**config.mk**
```make
export PLATFORM = sky130hd
export DESIGN_NAME = wb_queue
export DESIGN_NICKNAME = d
export VERILOG_FILES = /design/src/rtl/wb_queue.sv
export SDC_FILE = /design/constraint.sdc
export NUM_CORES = 1
export LEC_CHECK = 0
export CAP_MARGIN = 25
export CORE_AREA = 2 2 146 162
export CTS_CLUSTER_DIAMETER = 80
export DETAILED_ROUTE_END_ITERATION = 12
export DIE_AREA = 0 0 148 164
export PLACE_DENSITY = 0.55
export SETUP_SLACK_MARGIN = 0.05
export SLEW_MARGIN = 20
export SYNTH_ARGS = -nofsm -noshare
export SYNTH_HDL_FRONTEND = slang
export SYNTH_SLANG_ARGS = --single-unit
```
**constraint.sdc**
```tcl
create_clock -name clk -period 3.05 [get_ports clk]
set_input_delay 0.915 -clock clk [delete_from_list [all_inputs] [get_ports clk]]
set_output_delay 0.915 -clock clk [all_outputs]
set_load 0.01 [all_outputs]
```
**src/rtl/wb_queue.sv**
```systemverilog
// Writeback queue: two-producer, in-order FIFO retiring to the single register-file write port.
// Define WB_QUEUE_FWD_EN to build the pending-write forwarding lookup; otherwise fwd_* are tied to 0.
module wb_queue #(
    parameter int DEPTH = 4
) (
    input  logic                     clk,
    input  logic                     rst,
    input  logic                     alu_valid,
    output logic                     alu_ready,
    input  logic [4:0]               alu_rd,
    input  logic [31:0]              alu_data,
    input  logic                     mem_valid,
    output logic                     mem_ready,
    input  logic [4:0]               mem_rd,
    input  logic [31:0]              mem_data,
    input  logic                     rf_hold,
    output logic                     rf_we,
    output logic [4:0]               rf_waddr,
    output logic [31:0]              rf_wdata,
    input  logic [4:0]               fwd_addr,
    output logic                     fwd_hit,
    output logic [31:0]              fwd_data,
    output logic [$clog2(DEPTH):0]   pending
);
    localparam int AW = $clog2(DEPTH);
    localparam int CW = AW + 1;

    logic [4:0]    rd_mem   [DEPTH];
    logic [31:0]   data_mem [DEPTH];
    logic [AW-1:0] wptr;
    logic [AW-1:0] rptr;
    logic [CW-1:0] count;

    logic          full;
    logic          accept;
    logic          push;
    logic          pop;
    logic [4:0]    sel_rd;
    logic [31:0]   sel_data;

    // Ready depends on registered count only, so rf_hold never reaches the producers.
    assign full      = (count == CW'(DEPTH));
    assign mem_ready = !full;
    assign alu_ready = !full && !mem_valid;

    assign sel_rd   = mem_valid ? mem_rd   : alu_rd;
    assign sel_data = mem_valid ? mem_data : alu_data;
    assign accept   = (mem_valid && mem_ready) || (alu_valid && alu_ready);
    assign push     = accept && (sel_rd != 5'd0);
    assign pop      = (count != '0) && !rf_hold;

    assign rf_we    = pop;
    assign rf_waddr = pop ? rd_mem[rptr]   : 5'd0;
    assign rf_wdata = pop ? data_mem[rptr] : 32'd0;
    assign pending  = count;

    always_ff @(posedge clk) begin
        if (push) begin
            rd_mem[wptr]   <= sel_rd;
            data_mem[wptr] <= sel_data;
        end
    end

    always_ff @(posedge clk or posedge rst) begin
        if (rst) begin
            wptr  <= '0;
            rptr  <= '0;
            count <= '0;
        end else begin
            if (push) wptr <= wptr + AW'(1);
            if (pop)  rptr <= rptr + AW'(1);
            case ({push, pop})
                2'b10:   count <= count + CW'(1);
                2'b01:   count <= count - CW'(1);
                default: count <= count;
            endcase
        end
    end

`ifdef WB_QUEUE_FWD_EN
    // Scan oldest to youngest so the last match wins.
    always_comb begin
        logic [AW-1:0] idx;
        fwd_hit  = 1'b0;
        fwd_data = 32'd0;
        idx      = '0;
        for (int i = 0; i < DEPTH; i++) begin
            idx = rptr + AW'(i);
            if ((CW'(i) < count) && (fwd_addr != 5'd0) && (rd_mem[idx] == fwd_addr)) begin
                fwd_hit  = 1'b1;
                fwd_data = data_mem[idx];
            end
        end
    end
`else
    logic fwd_unused;
    assign fwd_unused = ^fwd_addr;
    assign fwd_hit    = 1'b0;
    assign fwd_data   = 32'd0;
`endif

endmodule

```
==> results by group, run 1 <==
Power
  • Part of the power in registers: 0.377
  • Clock share of power: 0.253
  • Sw Ratio: 0.277
  • Gate power share: 0.370
  • Max VDD drop: 0.409 mV
  • Internal: 6.15 mW
  • Total power: 8.51 mW
  • Switching pwr: 2.36 mW
  • Power density cells: 919 nW/um2
  • Pleak: 3.26 nW

Floorplan
  • Die Wd: 148 um
  • Initial Util: 0.296
  • Rows: 58
  • Die area: 24300 um2
  • IO Count: 160
  • Die H: 164 um
  • Core box area: 22600 um2

Layout
  • Most frequent cells in the layout: edfxtp_1 (148), clkdlybuf4s50_1 (81), mux2_2 (38), mux4_2 (37), and2_1 (35)
  • Final #Nets: 604
  • Post-route cell area: 9260 um2
  • Most common cell after layout, fill and taps aside: edfxtp_1
  • Filler instances: 2063
  • Proportion of layout cells with a drive suffix above 1: 0.319
  • # diodes: 0
  • Area growth from synthesis to layout: 37.9%

Routing
  • DRC errors left: 0
  • Vias per std cell: 4.32
  • Detailed-route wire length per cell: 17.1 um
  • Antenna-violating nets left: 0
  • DR vias: 3571
  • Initial DRT Pass Iterations: 4
  • DR iter-0 viols: 174
  • Final WL: 14100 um

Worst setup path
  • CP Max Fanout: 5
  • Critical Path End Type: primary output
  • R2R Path Start: pending[0]
  • R2R setup slack: 0.71 ns
  • Critical path class: flop to primary output
  • Reg2Reg Depth: 10
  • RR Endpoint: pending[2]
  • Worst path arrival time: 2.01 ns
  • Worst path required time: 2.13 ns
  • CP startpoint kind: flop
  • Crit path from: rptr[0]
  • Critical Path Sink: rf_wdata[10]

Synth
  • Top FF cell, synth: edfxtp_1
  • Asr flop ratio synth: 0.0452
  • Mapped Cells: 350
  • Distinct cells, synth: 26
  • Area leader, netlist: edfxtp_1
  • Warnings, synthesis: 0
  • Syn Area/Cell: 19.2 um2
  • Seq/Total Area, Yosys: 0.688
  • Area contributors post-synth: edfxtp_1 (66%), mux4_2 (12%), mux2_2 (6.4%)
  • #FFs+latches synth: 155
  • Post-synth top area share: 0.662
  • Cell Area, Synth: 6710 um2
  • Post-synth EDFFs: 148

Clocking
  • Clk root buf: clkbuf_16
  • Clock tree sinks: 155
  • Clk_lat worst skew: 0.42 ns
  • Htree depth: 4
  • Clock transition at the registers of the reported paths: 0.06 ns
  • CTS Buf Count: 17
  • Post-cts hold buffer count: 0
  • Clock buffer depth: 2
  • CTS tree: yes

Place
  • Placed standard-cell area: 8430 um2
  • Port Buffers: 121
  • GPL Wtd Cong: 0.659
  • Half-perimeter wire length after placement: 8580 um

Global routing
  • Top Usage Layer GRT: met2
  • Initial antenna violation count: 1
  • Total track usage: 0.121
  • GR Util met1: 0.144
  • Largest net degree at the start of global routing: 32
  • First-pass GRT wire length: 21400 um
  • Met2 Use GR: 0.211
  • Number of global-route vias before repair: 3798
  • Grt ovf: 0
  • GR Layer Usage met3: 0.0356

Flow run
  • Number of max-cap violations: 0

STA
  • Crit share post-route: 0.960
  • Skew final: 0.0105 ns
  • Fmax: 342 MHz
  • Slew Limit Fails: 0
  • Endpoints failing hold: 0
  • RSZ-0062 raised after global routing: false
  • Final min period: 2.93 ns
  • Final setup viols: 0

Hold path
  • Hold WC Path Type: flop to flop
  • Hold depth: 1
  • Min-delay src: pending[0]

Status
  • Status: finished clean
[how the worst min path moves through the flow]
| stage | end | slack, ns |
|---|---|---|
| finish | pending[0] | 0.55 |
| global route | pending[0] | 0.59 |
| CTS | pending[2] | 0.53 |
| detailed placement | pending[2] | 0.51 |
| global placement | pending[2] | 0.50 |
| floorplan | pending[2] | 0.53 |
[synth_stat cells (all sizes together), types with 2 or more instances]
library cell  number
xor2               2
clkbuf             5
ha                 5
inv                4
xnor2              4
mux4              37
edfxtp           148
mux2              39
dfrtp              7
nor2               2
buf               44
nor3               4
and2              41
[layer usage]
layer  share of wire  wire length [um]
met4           0.012               169
met5               0                 0
met1            0.41              5870
met3           0.058               821
met2            0.52              7280
[sequential cells by signal, summed over array words and instances (netlist names)]
name	flops
rd_mem	20
data_mem	128
wptr	2
pending	3
rptr	2
[cell families after synthesis]
group | after synthesis | synth area share
flip-flops | 155 | 0.688
multiplexers | 76 | 0.190
buffers and inverters | 53 | 0.0509
AND/OR/NAND/NOR | 52 | 0.0492
adder cells (fa/ha/maj) | 6 | 0.0123
XOR/XNOR | 6 | 0.00783
other | 1 | 0.000559
AO/OA/AOI/OAI | 1 | 0.000745
[metrics by stage]
step | setup WS, ns | utilization | hold slack [ns] | cells | TNS (ns)
2_1_floorplan | 0.298 | - | 0.534 | 382 | 0
3_3_place_gp | -0.302 | 0.372 | 0.503 | 778 | -10.15
3_5_place_dp | -0.302 | 0.372 | 0.506 | 778 | -10.92
4_1_cts | 0.0132 | 0.404 | 0.534 | 821 | 0
5_1_grt | 0.0504 | 0.409 | 0.589 | 826 | 0
6_report | 0.123 | 0.409 | 0.546 | 826 | 0
[power groups by stage]
| stage | clock (mW) | combinational, mW | sequential [mW] |
|---|---|---|---|
| after floorplan | 0 | 1.64 | 3.22 |
| after global placement | 0 | 2.99 | 3.21 |
| after detailed placement | 0 | 3.01 | 3.25 |
| after CTS | 2.20 | 3.10 | 3.21 |
| after global routing | 2.30 | 3.43 | 3.26 |
| final | 2.15 | 3.15 | 3.21 |
[worst max-delay path, cell delays in order, from the launching register on]
cell and delay, ns:
dfrtp_2 0.41, buf_6 0.13, clkbuf_16 0.14, mux4_2 0.47, and2_1 0.16, dlygate4sd2_1 0.27
[cell type report]
class,instances,area (um2),area share
clock buffers,19,433,0.0468
clock inverters,12,174,0.0188
inverters,4,15.0,0.00162
multi-input cells,174,1890,0.205
flip-flops and latches,155,4620,0.500
well taps,300,375,0.0406
repair buffers,162,1740,0.188
[timing repair]
action	in CTS	in global routing
cloned	3	2
setup endpoints to repair	38	35
pin swaps	1	1
buffers inserted	9	3
gates resized for setup	55	42
No activity file was read; power rests on OpenSTA's default activity.
==> run 2: changes to the inputs <==
==> constraint.sdc (replaced) <==
create_clock -name clk -period 3.66 [get_ports clk]
set_input_delay 1.098 -clock clk [delete_from_list [all_inputs] [get_ports clk]]
set_output_delay 1.098 -clock clk [all_outputs]
set_load 0.01 [all_outputs]
==> results by group, run 2 (synthesized netlist as in run 1, its figures left out) <==
Clocking
  • Post-cts hold buffer count: 0 (unchanged)
  • Post-CTS Setup Repair Bufs: 0 (was 9)
  • Clock transition at the registers of the reported paths: 0.06 ns (about the same)
  • CTS tree: yes (unchanged)
  • Clk_lat worst skew: 0.41 ns (was 0.42 ns)
  • Clock buffer depth: 2 (unchanged)
  • Clk root buf: clkbuf_16 (unchanged)
  • Htree depth: 4 (unchanged)
  • Clock tree sinks: 155 (unchanged)
  • CTS Buf Count: 17 (unchanged)

Worst setup path
  • Critical path class: input port to primary output (was flop to primary output)
  • Worst path required time: 2.56 ns (was 2.13 ns)
  • CP Max Fanout: 20 (was 5)
  • Worst path arrival time: 2.42 ns (was 2.01 ns)
  • Critical Path End Type: primary output (unchanged)
  • CP startpoint kind: input port (was flop)

Floorplan
  • Rows: 58 (unchanged)
  • Die H: 164 um (unchanged)
  • Core box area: 22600 um2 (unchanged)
  • IO Count: 160 (unchanged)
  • Die area: 24300 um2 (unchanged)
  • Die Wd: 148 um (unchanged)
  • Initial Util: 0.296 (unchanged)

Place
  • Half-perimeter wire length after placement: 8240 um (was 8580 um)
  • Port Buffers: 121 (unchanged)
  • Placed standard-cell area: 8280 um2 (was 8430 um2)
  • GPL Wtd Cong: 0.709 (was 0.659)

STA
  • Final min period: 3.52 ns
  • Final hold slack: 0.529 ns (was 0.546 ns)
  • Final setup viols: 0 (unchanged)
  • Slew headroom: 0.647
  • Worst slew pin tran: 0.529 ns
  • Fmax: 284 MHz
  • Endpoints failing hold: 0 (unchanged)
  • Slew Limit Fails: 0 (unchanged)
  • RSZ-0062 raised after global routing: false (unchanged)
  • Crit share post-route: 0.961
  • Skew final: 0.0101 ns (was 0.0105 ns)

Routing
  • Detailed-route wire length per cell: 16.2 um (was 17.1 um)
  • Final WL: 12900 um (was 14100 um)
  • DR iter-0 viols: 136 (was 174)
  • Vias per std cell: 4.27 (was 4.32)
  • DRC errors left: 0 (unchanged)
  • Antenna-violating nets left: 0 (unchanged)
  • Initial DRT Pass Iterations: 4 (unchanged)
  • DR vias: 3419 (was 3571)

Layout
  • Reg with most FFs: data_mem (unchanged)
  • Final #Nets: 577 (was 604)
  • Most common cell after layout, fill and taps aside: edfxtp_1 (unchanged)
  • Largest register FFs: 128 (unchanged)
  • Post-route cell area: 8770 um2 (was 9260 um2)
  • Area growth from synthesis to layout: 30.7% (was 37.9%)
  • Most frequent cells in the layout: edfxtp_1 (148), clkdlybuf4s50_1 (83), mux2_2 (38) (was edfxtp_1 (148), clkdlybuf4s50_1 (81), mux2_2 (38), mux4_2 (37), and2_1 (35))
  • # diodes: 0 (unchanged)
  • Proportion of layout cells with a drive suffix above 1: 0.256 (was 0.319)

Global routing
  • First-pass GRT wire length: 20000 um (was 21400 um)
  • Initial antenna violation count: 0 (was 1)
  • Largest net degree at the start of global routing: 38 (was 32)
  • Grt ovf: 0 (unchanged)
  • Number of global-route vias before repair: 3680 (was 3798)
  • Total track usage: 0.111 (was 0.121)

Power
  • Max VDD drop: 0.398 mV (was 0.409 mV)
  • Power density cells: 727 nW/um2 (was 919 nW/um2)
  • Pleak: 3.11 nW (was 3.26 nW)
  • Total power: 6.38 mW (was 8.51 mW)

Status
  • Status: finished clean (unchanged)

Hold path
  • Hold WC Path Type: flop to flop (unchanged)

Flow run
  • Number of max-cap violations: 0 (unchanged)
run 2: path summary, 6_finish.rpt:
| check | from | endpoint | slack, ns | depth (start not counted) |
|---|---|---|---|---|
| worst max-delay path | rf_hold | rf_we | 0.14 | 4 |
| worst min-delay path | pending[2] | pending[2] | 0.53 | 1 |
| worst max register to register | pending[0] | pending[1] | 1.42 | 7 |
| worst min register to register | pending[2] | pending[2] | 0.53 | 1 |
| max in group asynchronous | rst | rptr[0] | 2.47 | 2 |
| min in group asynchronous | rst | pending[1] | 0.93 | 2 |
run 2: power by group:
part           switching [mW]  internal (mW)
sequential              0.122           2.54
combinational            1.06           1.10
clock                   0.645          0.921
total                    1.82           4.55
run 2: cell type report:
class,count,area (um2)
Clock buffer,18,429
Clock inverter,14,105
Fill cell,2095,13900
Inverter,4,15.0
Multi-Input combinational cell,174,1880
Sequential cell,155,4620
Tap cell,300,375
Timing Repair Buffer,135,1340
run 2: repair_timing:
item,CTS,global route
gates resized for setup,37,0
endpoints found under the hold margin,0,0
endpoints found under the setup margin,37,0
run 2: per-layer routing:
layer | part of all wire | GRT usage | wire (um) | vias up
li1 | - | - | - | 1564
met1 | 0.41 | 0.129 | 5300 | 1735
met2 | 0.53 | 0.197 | 6790 | 111
met3 | 0.054 | 0.0344 | 702 | 9
met4 | 0.010 | 0.0355 | 134 | 0
met5 | 0 | 0 | 0 | -
run 2: metrics by stage:
step                cells   util  setup TNS, ns  setup slack [ns]
floorplan             382      -              0             0.725
global placement      766  0.364          -1.09           -0.0625
detailed placement    768  0.366          -1.01           -0.0528
CTS                   800  0.387              0             0.119
global route          800  0.387              0            0.0770
finish                800  0.387              0             0.144
run 2: worst max-delay path, stage by stage:
cell,delay (ns)
clkdlybuf4s50_1,0.44
nor2_4,0.16
buf_12,0.17
clkdlybuf4s50_1,0.54
